`src/rtl/result_stream_buffer_pkg.sv`:
```
`default_nettype none
// +----------------------------------------------------------------------------+
// | Package    : result_pkg                                                    |
// | Description: Shared types and helpers for the result stream buffer.        |
// |              DEF_DATA_W - default width of one result beat                 |
// |              result_beat_t - one FIFO entry {last, data}                   |
// |              level_w()  - width of an occupancy count for a given depth    |
// | Revision   : 1.0 - initial release                                         |
// +----------------------------------------------------------------------------+
package result_pkg;

  localparam int DEF_DATA_W = 8;

  typedef struct packed {
    logic                  last;
    logic [DEF_DATA_W-1:0] data;
  } result_beat_t;

  // Occupancy needs one bit more than the address so that "full" is representable.
  function automatic int level_w(input int depth);
    return $clog2(depth) + 1;
  endfunction

endpackage
`default_nettype wire

```
`src/rtl/result_stream_buffer_sync_fifo.sv`:
```
`default_nettype none
// +----------------------------------------------------------------------------+
// | Module     : sync_fifo                                                     |
// | Description: Single-clock first-word-fall-through FIFO. rdata shows the    |
// |              head entry combinationally. The caller qualifies push/pop;    |
// |              push while full is only legal together with pop.              |
// | Ports      : clk, rst (sync, active-high), push, pop, wdata[WIDTH],        |
// |              rdata[WIDTH], full, empty, level[log2(DEPTH)+1]               |
// | Revision   : 1.0 - initial release                                         |
// +----------------------------------------------------------------------------+
module sync_fifo
  import result_pkg::*;
#(
  parameter int WIDTH = 9,
  parameter int DEPTH = 16
) (
  input  logic                      clk,
  input  logic                      rst,
  input  logic                      push,
  input  logic                      pop,
  input  logic [WIDTH-1:0]          wdata,
  output logic [WIDTH-1:0]          rdata,
  output logic                      full,
  output logic                      empty,
  output logic [level_w(DEPTH)-1:0] level
);

  localparam int ADDR_W = $clog2(DEPTH);

  logic [WIDTH-1:0] mem [DEPTH];
  // Extra MSB on each pointer distinguishes full from empty when addresses match.
  logic [ADDR_W:0]  wr_ptr;
  logic [ADDR_W:0]  rd_ptr;

  always_ff @(posedge clk) begin
    if (rst) begin
      wr_ptr <= '0;
      rd_ptr <= '0;
    end else begin
      if (push) wr_ptr <= wr_ptr + 1'b1;
      if (pop)  rd_ptr <= rd_ptr + 1'b1;
    end
  end

  // Storage is not reset; reset empties the FIFO through the pointers alone.
  always_ff @(posedge clk) begin
    if (push) mem[wr_ptr[ADDR_W-1:0]] <= wdata;
  end

  assign rdata = mem[rd_ptr[ADDR_W-1:0]];
  assign empty = (wr_ptr == rd_ptr);
  assign full  = (wr_ptr[ADDR_W] != rd_ptr[ADDR_W]) &&
                 (wr_ptr[ADDR_W-1:0] == rd_ptr[ADDR_W-1:0]);
  assign level = wr_ptr - rd_ptr;

endmodule
`default_nettype wire

```
`src/rtl/result_stream_buffer.sv`:
```
`default_nettype none
// +----------------------------------------------------------------------------+
// | Module     : result_stream_buffer                                          |
// | Description: Absorbs non-stallable pipeline result beats into a FIFO and   |
// |              re-emits them on a valid/ready stream, tagging the last beat  |
// |              of every FRAME_LEN-beat frame. Beats arriving while full are  |
// |              dropped and flagged in the sticky overflow bit.               |
// | Ports      : clk, rst (sync, active-high)                                  |
// |              in_valid, in_data[DATA_W]          - pipeline result input    |
// |              out_valid, out_ready, out_data, out_last - output stream      |
// |              frame_done - pulse after the last input beat of a frame       |
// |              overflow, ovf_clr - sticky drop flag and its clear            |
// |              level      - FIFO occupancy                                   |
// |              frame_max, frame_cnt - per-frame stats (RESULT_STATS_EN only) |
// | Config     : `define RESULT_STATS_EN to add the frame statistics outputs.  |
// | Revision   : 1.0 - initial release                                         |
// +----------------------------------------------------------------------------+
module result_stream_buffer
  import result_pkg::*;
#(
  parameter int DATA_W    = DEF_DATA_W,
  parameter int DEPTH     = 16,
  parameter int FRAME_LEN = 64
) (
  input  logic                      clk,
  input  logic                      rst,
  input  logic                      in_valid,
  input  logic [DATA_W-1:0]         in_data,
  output logic                      out_valid,
  input  logic                      out_ready,
  output logic [DATA_W-1:0]         out_data,
  output logic                      out_last,
  output logic                      frame_done,
  output logic                      overflow,
  input  logic                      ovf_clr,
  output logic [level_w(DEPTH)-1:0] level
`ifdef RESULT_STATS_EN
  ,
  output logic [DATA_W-1:0]         frame_max,
  output logic [15:0]               frame_cnt
`endif
);

  localparam int               CNT_W    = $clog2(FRAME_LEN);
  localparam logic [CNT_W-1:0] LAST_IDX = CNT_W'(FRAME_LEN - 1);

  logic [CNT_W-1:0] beat_cnt;
  logic             beat_last;
  logic             fifo_full;
  logic             fifo_empty;
  logic             push;
  logic             pop;
  logic             drop;
  logic [DATA_W:0]  head;

  assign beat_last = (beat_cnt == LAST_IDX);
  assign out_valid = !fifo_empty;
  assign pop       = out_valid && out_ready;
  // A full FIFO still accepts a beat when the head leaves in the same cycle.
  assign push      = in_valid && (!fifo_full || pop);
  assign drop      = in_valid && fifo_full && !pop;

  sync_fifo #(
    .WIDTH (DATA_W + 1),
    .DEPTH (DEPTH)
  ) u_fifo (
    .clk   (clk),
    .rst   (rst),
    .push  (push),
    .pop   (pop),
    .wdata ({beat_last, in_data}),
    .rdata (head),
    .full  (fifo_full),
    .empty (fifo_empty),
    .level (level)
  );

  assign out_last = head[DATA_W];
  assign out_data = head[DATA_W-1:0];

  // Frame position follows the input side, so dropped beats still advance it.
  always_ff @(posedge clk) begin
    if (rst) begin
      beat_cnt   <= '0;
      frame_done <= 1'b0;
      overflow   <= 1'b0;
    end else begin
      frame_done <= in_valid && beat_last;
      if (in_valid) begin
        if (beat_last) beat_cnt <= '0;
        else           beat_cnt <= beat_cnt + 1'b1;
      end
      if (ovf_clr)   overflow <= 1'b0;
      else if (drop) overflow <= 1'b1;
    end
  end

`ifdef RESULT_STATS_EN
  logic [DATA_W-1:0] run_max;
  logic [DATA_W-1:0] next_max;

  assign next_max = (in_data > run_max) ? in_data : run_max;

  // Published on the last beat's edge so the new value is visible alongside frame_done.
  always_ff @(posedge clk) begin
    if (rst) begin
      run_max   <= '0;
      frame_max <= '0;
      frame_cnt <= '0;
    end else if (in_valid) begin
      if (beat_last) begin
        frame_max <= next_max;
        run_max   <= '0;
        frame_cnt <= frame_cnt + 16'd1;
      end else begin
        run_max   <= next_max;
      end
    end
  end
`endif

endmodule
`default_nettype wire

```
`config.mk`:
```
export PLATFORM = sky130hd
export DESIGN_NAME = result_stream_buffer
export DESIGN_NICKNAME = d
export VERILOG_FILES = /design/src/rtl/result_stream_buffer_pkg.sv /design/src/rtl/result_stream_buffer_sync_fifo.sv /design/src/rtl/result_stream_buffer.sv
export SDC_FILE = /design/constraint.sdc
export NUM_CORES = 1
export LEC_CHECK = 0
export ABC_AREA = 1
export CELL_PAD_IN_SITES_DETAIL_PLACEMENT = 1
export CELL_PAD_IN_SITES_GLOBAL_PLACEMENT = 1
export CORE_MARGIN = 4
export CORE_UTILIZATION = 52
export CTS_CLUSTER_DIAMETER = 80
export DETAILED_ROUTE_END_ITERATION = 8
export GPL_TIMING_DRIVEN = 1
export MAX_ROUTING_LAYER = met4
export PLACE_DENSITY = 0.92
export SLEW_MARGIN = 15
export SYNTH_ARGS = -nofsm -noshare
export SYNTH_HDL_FRONTEND = slang
export SYNTH_SLANG_ARGS = --single-unit
```
`constraint.sdc`:
```
create_clock -name clk -period 3.9 [get_ports clk]
set_input_delay 0.78 -clock clk [delete_from_list [all_inputs] [get_ports clk]]
set_output_delay 0.78 -clock clk [all_outputs]
set_load 0.01 [all_outputs]
```
# After elaboration in Yosys (flattened, before gate mapping)
# Memory sizes are Yosys's and may differ from the RTL's. A register that Yosys moved wholly into a read port is not among the register bits.
# Cells that the tools add are included.
classes:
  reduce_logical: 11
  addsub: 4
  mux: 5
  eq_ne: 4
ops:
  columns: ["op", "count"]
  rows:
  - ["$add A5 B1 Y5 const B", 2]
  - ["$mux W4", 2]
  - ["$add A6 B1 Y6 const B", 1]
  - ["$eq A6 B6 Y1 const B", 1]
  - ["$logic_and A1 B1 Y1", 6]
  - ["$mux W6", 1]
  - ["$eq A5 B5 Y1", 1]
  - ["$sub A5 B5 Y5", 1]
  - ["$eq A4 B4 Y1", 1]
  - ["$logic_not A1 Y1", 3]
  - ["$mux W1", 2]
  - ["$reduce_or A2 Y1", 1]
  - ["$logic_or A1 B1 Y1", 1]
  - ["$ne A1 B1 Y1", 1]
totals:
  mem_count: 1
  out_inout_bits: 17
  mem_bits_rw: 144
  in_bits: 13
  reg_bits: 18
  wordCells: 30
mem_list:
  columns: ["name", "words", "width", "read_ports", "rd_clocked_by_memory_dff", "wr", "line_no", "rtl"]
  rows:
  - ["u_fifo.mem", 16, 9, 1, 1, 1, "result_stream_buffer_sync_fifo.sv:30", "logic [WIDTH-1:0] mem [DEPTH];"]

# Depth between registers and ports, before layout
# Gate-level depths: netlist of run 1.
depth:
  word_depth: 7
  mapped_depth: 10
  ltp_nobuf: 10

# Hierarchy
# Synthesis of run 1 repeated with hierarchy kept, for this count alone.
hier_totals:
  cells_unflattened: 733
  area_unflattened_um2: 7359.6
modules_own_cells:
  columns: ["module", "area_each_um2", "instances", "seq_area_each_um2", "cells_per_inst"]
  rows:
  - ["sync_fifo", 6986.7, 1, 4604.4, 681]
  - ["result_stream_buffer", 372.9, 1, 160.2, 52]

# Worst setup path after synthesis of run 1
# No wires, ideal clock.
synth_timing:
  path_type: "reg-to-output"
  from: "reg u_fifo.wr_ptr[0]"
  to: "out level[4]"
  slack_ns: 1.755
  path_buffers: 0
  required_time_ns: 3.120
  t_arrival_ns: 1.365
  path_stages_with_launch: 8
  cell_sequence: "dfxtp_1 inv_1 ha_1 inv_1 fa_1 nand3_1 nand2_1 xor2_1"
synth_between:
  elab_chain_cells: 1
synth_lines:
  columns: ["element", "line_no", "rtl"]
  rows:
  - ["from (decl)", "result_stream_buffer_sync_fifo.sv:32", "logic [ADDR_W:0] wr_ptr;"]
  - ["from (signal assigned)", "result_stream_buffer_sync_fifo.sv:40", "if (push) wr_ptr <= wr_ptr + 1'b1;"]
  - ["$sub A5 B5 Y5", "result_stream_buffer_sync_fifo.sv:54", "assign level = wr_ptr - rd_ptr;"]
  - ["to (decl)", "result_stream_buffer.sv:36", "output logic [level_w(DEPTH)-1:0] level"]
# Every way passes these cells.

==> impl_metrics.toml, run 1 <==
[pwr]
total_leakage_power_uw = 0.00315
intPower_uw = 3070
ir_worst_vdd_v = 0.000323
p_sw_uw = 1120
p_seq_frac = 0.473
p_comb_frac = 0.168
clockPowerShare = 0.360
cellPowerDensity_mw_per_mm2 = 510
p_sw_frac = 0.267

[synthesis]
syn_inst = 680
ys_seq_area_frac = 0.660
yosysUniqueCellTypes = 30
avgSynthCellArea_sq_um = 10.6
synth_area_sq_mm = 0.00722
ys_ff_latch = 166
syn-num-nets = 704
ys.warnings.count = 0

[finish]
fin_util = 0.613
syn2layout_area_growth_pct = 13.7
drive_above_1_share = 0.0848
antenna_cells = 0
final_nets = 743
fill_cells = 1439
finalNonFillerCells = 907

[clock_tree]
cts.sinks = 166
clk_latency_ns = 0.43
cts_max_path_buffers = 2
numCtsBuffers = 17
cts.htree.levels = 4
post_cts_buffers = 0
tritoncts = "done"
path_clk_slew_ns = 0.06
cts_resized = 0
cts-root-buf = "clkbuf_16"
ctsHoldBuffers = 0

[grt]
antenna_found_initial = 0
grt_max_degree = 88
grt_pass1_wl_um = 31300
grt_overflow = 0
grt_pass1_vias = 5720
grt_util_all_layers = 0.269

[setup_path]
cp_data_arrival_time_ns = 2.87
reg2reg_to = "u_fifo.mem[9][6]"
path_max_fanout = 87
reg2reg_from = "u_fifo.wr_ptr[0]"
reg2reg_setup_slack_ns = 1.64
required_ns = 3.12
worst-setup-path-type = "reg2out"
rr_worst_depth = 10
cp-start-kind = "register"
cp-end-kind = "output port"

[die]
ios = 30
die_area_sq_mm = 0.0158
die_w_um = 126
start_util = 0.539
core_area_sq_mm = 0.0134
rows = 42
die_y_um = 126

[hold_path]
whs_path_depth = 1
whs_endpoint = "overflow"
hold_class = "reg2reg"
worstHoldStart = "overflow"

[timing]
tightest_slew_ns = 0.989
period_share = 0.936
skew_ns = 0.00817
slew_headroom = 0.339
rsz0062_at_grt = "false"
clock.fmax_mhz = 274
hold_violations = 0
slew_violations = 0
min_period_ns = 3.65
setup_viol = 0
fin_setup_tns_ns = 0

[detailed_routing]
drc_errors = 0
wl_per_cell_um = 22.2
ant_nets = 0
first_pass_iters = 6
vias = 5165
routed_wl_um = 20200
viasPerCell = 5.69
drt_iter0_drc = 546

[placed_design]
place_congestion = 0.881
dp_hpwl_um = 12800
portBuffers = 29
dp_cells = 876

[run_status]
status = "completed"

[run]
drv_cap = 0
==> critical path, cell delays in order (launching register included) <==
cell,delay (ns)
dfxtp_2,0.34
buf_4,0.69
nor2_1,0.14
nor2_1,0.14
o21ai_0,0.13
nand3_1,0.13
nand3_1,0.13
nand2_1,0.14
clkdlybuf4s50_1,0.55
==> flip-flops by register name (all words and copies together) (netlist names), named ones only <==
name           flops
u_fifo.mem       144
beat_cnt           6
u_fifo.rd_ptr      5
frame_done         1
u_fifo.wr_ptr      5
overflow           1
==> area by class of cell <==
| cell class | count | area [sq um] | share of cell area |
|---|---|---|---|
| repair buffers | 51 | 468 | 0.0570 |
| flip-flops and latches | 166 | 4770 | 0.581 |
| clock inverters | 13 | 91.3 | 0.0111 |
| clock buffers | 18 | 429 | 0.0523 |
| well taps | 176 | 220 | 0.0268 |
| multi-input cells | 425 | 2010 | 0.245 |
| inverters | 58 | 223 | 0.0271 |
==> power groups by stage <==
stage | Combinational, uW | Sequential [uW] | Clock [uW]
2_1_floorplan | 459 | 2010 | 0
3_3_place_gp | 645 | 2010 | 0
3_5_place_dp | 696 | 2020 | 0
4_1_cts | 705 | 1980 | 1520
5_1_grt | 774 | 1980 | 1610
6_report | 702 | 1980 | 1510
==> worst max-delay path by stage <==
stage	slack (ns)	cells after the start	from	end
after floorplan	1.75	7	u_fifo.wr_ptr[0]	level[4]
after global placement	0.91	8	register	out_data[0]
after detailed placement	0.77	8	register	out_data[2]
after CTS	0.25	8	register	out_last
after global routing	0.13	8	register	out_data[2]
final	0.25	8	register	out_last
==> cell usage after synthesis (all sizes together) <==
master / instances / share of area
o211ai: 15 / 0.016
clkbuf: 5 / 0.0026
nor3: 5 / 0.0042
a21oi: 11 / 0.0076
buf: 26 / 0.028
nand2: 194 / 0.10
ha: 10 / 0.017
dfxtp: 22 / 0.061
xor2: 8 / 0.0097
o21ai: 23 / 0.016
inv: 56 / 0.030
clkinv: 2 / 0.0010
o21a: 1 / 0.0010
nand3b: 1 / 0.0010
edfxtp: 144 / 0.60
nand4: 3 / 0.0026
nor2: 75 / 0.040
fa: 1 / 0.0028
nand3: 78 / 0.056
==> routing by layer <==
metal  share of wire  global-route usage  wire, um
met1            0.38               0.301      7640
met4           0.033               0.113       671
met5               0                   -         0
met3           0.062              0.0605      1250
met2            0.53               0.467     10600
==> logic make-up after synthesis <==
kind of cell | Yosys count | synth area share
AOI/OAI and AO/OA | 50 | 0.0402
and+or+nand+nor | 356 | 0.209
buffers and inverters | 89 | 0.0617
DFF | 166 | 0.660
xor gates and xnor gates | 8 | 0.00970
adders and majority gates | 11 | 0.0201
==> layout by cell type, fill, tap and decap left out, types with 15 or more instances in the layout <==
cell type,instances
buf_4,21
clkbuf_16,17
clkdlybuf4s50_1,29
dfxtp_1,21
edfxtp_1,144
inv_1,52
nand2_1,186
nand3_1,77
nor2_1,74
o211ai_1,15
o21ai_0,22
==> metrics by stage <==
step	hold WS [ns]	setup WS (ns)	total power (uW)	instance area, sq um
floorplan	0.456	1.75	2470	7220
global placement	0.451	0.910	2660	7690
detailed placement	0.471	0.770	2710	7690
CTS	0.486	0.248	4210	8210
global route	0.523	0.129	4370	8210
finish	0.478	0.249	4190	8210
Power figures use the tool's default switching activity.
==> inputs of run 2 (changes only) <==
--- a/config.mk
+++ b/config.mk
@@ -15,6 +15,7 @@
 export GPL_TIMING_DRIVEN = 1
 export MAX_ROUTING_LAYER = met4
 export PLACE_DENSITY = 0.92
+export RECOVER_POWER = 100
 export SLEW_MARGIN = 15
 export SYNTH_ARGS = -nofsm -noshare
 export SYNTH_HDL_FRONTEND = slang
==> run 2 against run 1 <==
Compared with the run above:
- non-clock buffer count did not move
- maximum frequency decreased by 2.2%
- clock power hardly changed
- largest power group unchanged
- sequential power barely moved
==> impl_metrics.toml, run 2 (synthesis results as in run 1) <==
[run_status]
status = "completed"

[setup_path]
cp-end-kind = "output port"
max_stage_delay_ns = 0.69
required_ns = 3.12
cp_data_arrival_time_ns = 2.95
cp_top_family = "buffers and inverters"
critPathBufInv = 2
crit_slowest_cell = "buf_4"
path_cells = "buf_4 > nor2_1 > nor2_1 > o21ai_0 > nand3_1 > nand3_1 > nand2_1 > dlygate4sd3_1"
worst-setup-path-type = "reg2out"
cp-start-kind = "register"
path_max_fanout = 87

[detailed_routing]
routed_wl_um = 20200
viasPerCell = 5.72
vias = 5184
drc_errors = 0
first_pass_iters = 5
wl_per_cell_um = 22.2
drt_iter0_drc = 545
ant_nets = 0

[finish]
drive_above_1_share = 0.0492
antenna_cells = 0
layout_common_cells = "nand2_1, edfxtp_1, nand3_1, nor2_1, inv_1"
fill_cells = 1449
largest_reg_flops = 144
final_nets = 743
fin_util = 0.604
syn2layout_area_growth_pct = 12.1
layout_commonest_cell = "nand2_1"

[die]
ios = 30
core_area_sq_mm = 0.0134
die_area_sq_mm = 0.0158
die_y_um = 126
rows = 42
die_w_um = 126
start_util = 0.539

[timing]
hold_violations = 0
setup_viol = 0
worst_slack_ns = 0.168
skew_ns = 0.00867
rsz0062_at_grt = "false"
clock.fmax_mhz = 268
tightest_slew_ns = 0.985
slew_headroom = 0.343
fin_setup_tns_ns = 0
min_period_ns = 3.73
period_share = 0.957
slew_violations = 0

[clock_tree]
tritoncts = "done"
cts.sinks = 166
cts_max_path_buffers = 2
post_cts_buffers = 0
cts-root-buf = "clkbuf_16"
path_clk_slew_ns = 0.06
cts_resized = 0
numCtsBuffers = 17
clk_latency_ns = 0.43
ctsHoldBuffers = 0
cts.htree.levels = 4

[hold_path]
hold_class = "reg2reg"

[placed_design]
portBuffers = 29
place_congestion = 0.881
dp_hpwl_um = 12800
place_ws_ns = 0.770

[grt]
grt_max_degree = 88
grt_util_all_layers = 0.269
grt_pass1_vias = 5720
grt_overflow = 0
grt_pass1_wl_um = 31300
antenna_found_initial = 0

[pwr]
ir_worst_vdd_v = 0.000319
total_leakage_power_uw = 0.00308
cellPowerDensity_mw_per_mm2 = 513

[run]
drv_cap = 0
run 2: area by class of cell:
type,instances,area (sq um),area share
inverter,58,220,0.0272
sequential,166,4770,0.589
clock buffer,18,429,0.0530
timing repair buffer,51,404,0.0499
multi-input combinational,425,1960,0.242
tap,176,220,0.0272
clock inverter,13,91.3,0.0113
run 2: worst paths after layout:
kind	start	to	slack, ns	depth (start not counted)
worst min-delay path	overflow	overflow	0.47	1
worst max register to register	u_fifo.wr_ptr[0]	u_fifo.mem[0][6]	0.76	10
worst min register to register	overflow	overflow	0.47	1
worst max-delay path	register	out_last	0.17	8
run 2: report_power, final:
| group | leakage [uW] | switching, uW | internal, uW | total [uW] |
|---|---|---|---|---|
| Clock | 0.000250 | 649 | 856 | 1510 |
| Combinational | 0.00137 | 437 | 229 | 666 |
| Sequential | 0.00145 | 21.1 | 1960 | 1980 |
run 2: stage by stage:
stage | total power (uW) | instance area, sq um | hold slack (ns) | std cells
6_report | 4150 | 8090 | 0.473 | 907
5_1_grt | 4330 | 8090 | 0.518 | 907
4_1_cts | 4210 | 8210 | 0.486 | 907
3_5_place_dp | 2710 | 7690 | 0.471 | 876
3_3_place_gp | 2660 | 7690 | 0.451 | 876
2_1_floorplan | 2470 | 7220 | 0.456 | 680
run 2: layer usage:
layer  wire [um]  vias to the layer above  track usage
met1        7670                     2579        0.301
met5           0                        -            -
met2       10700                      200        0.467
met4         631                        0        0.113
met3        1200                       44       0.0605
li1            -                     2361            -
run 2: worst register-to-register path, delay by kind of cell, from the launching register on:
kind | cells | cell delay [ns]
flip-flops | 1 | 0.46
buffers and inverters | 3 | 1.11
AND/OR/NAND/NOR | 6 | 0.87
adder cells (fa/ha/maj) | 1 | 0.32
==> inputs of run 3 (changes only) <==
--- a/config.mk
+++ b/config.mk
@@ -13,6 +13,7 @@
 export CTS_CLUSTER_DIAMETER = 80
 export DETAILED_ROUTE_END_ITERATION = 8
 export GPL_TIMING_DRIVEN = 1
+export HOLD_SLACK_MARGIN = 0.06
 export MAX_ROUTING_LAYER = met4
 export PLACE_DENSITY = 0.92
 export RECOVER_POWER = 100
==> results of run 3 <==
No change in the layout: final DEF, timing and power equal those of run 2.
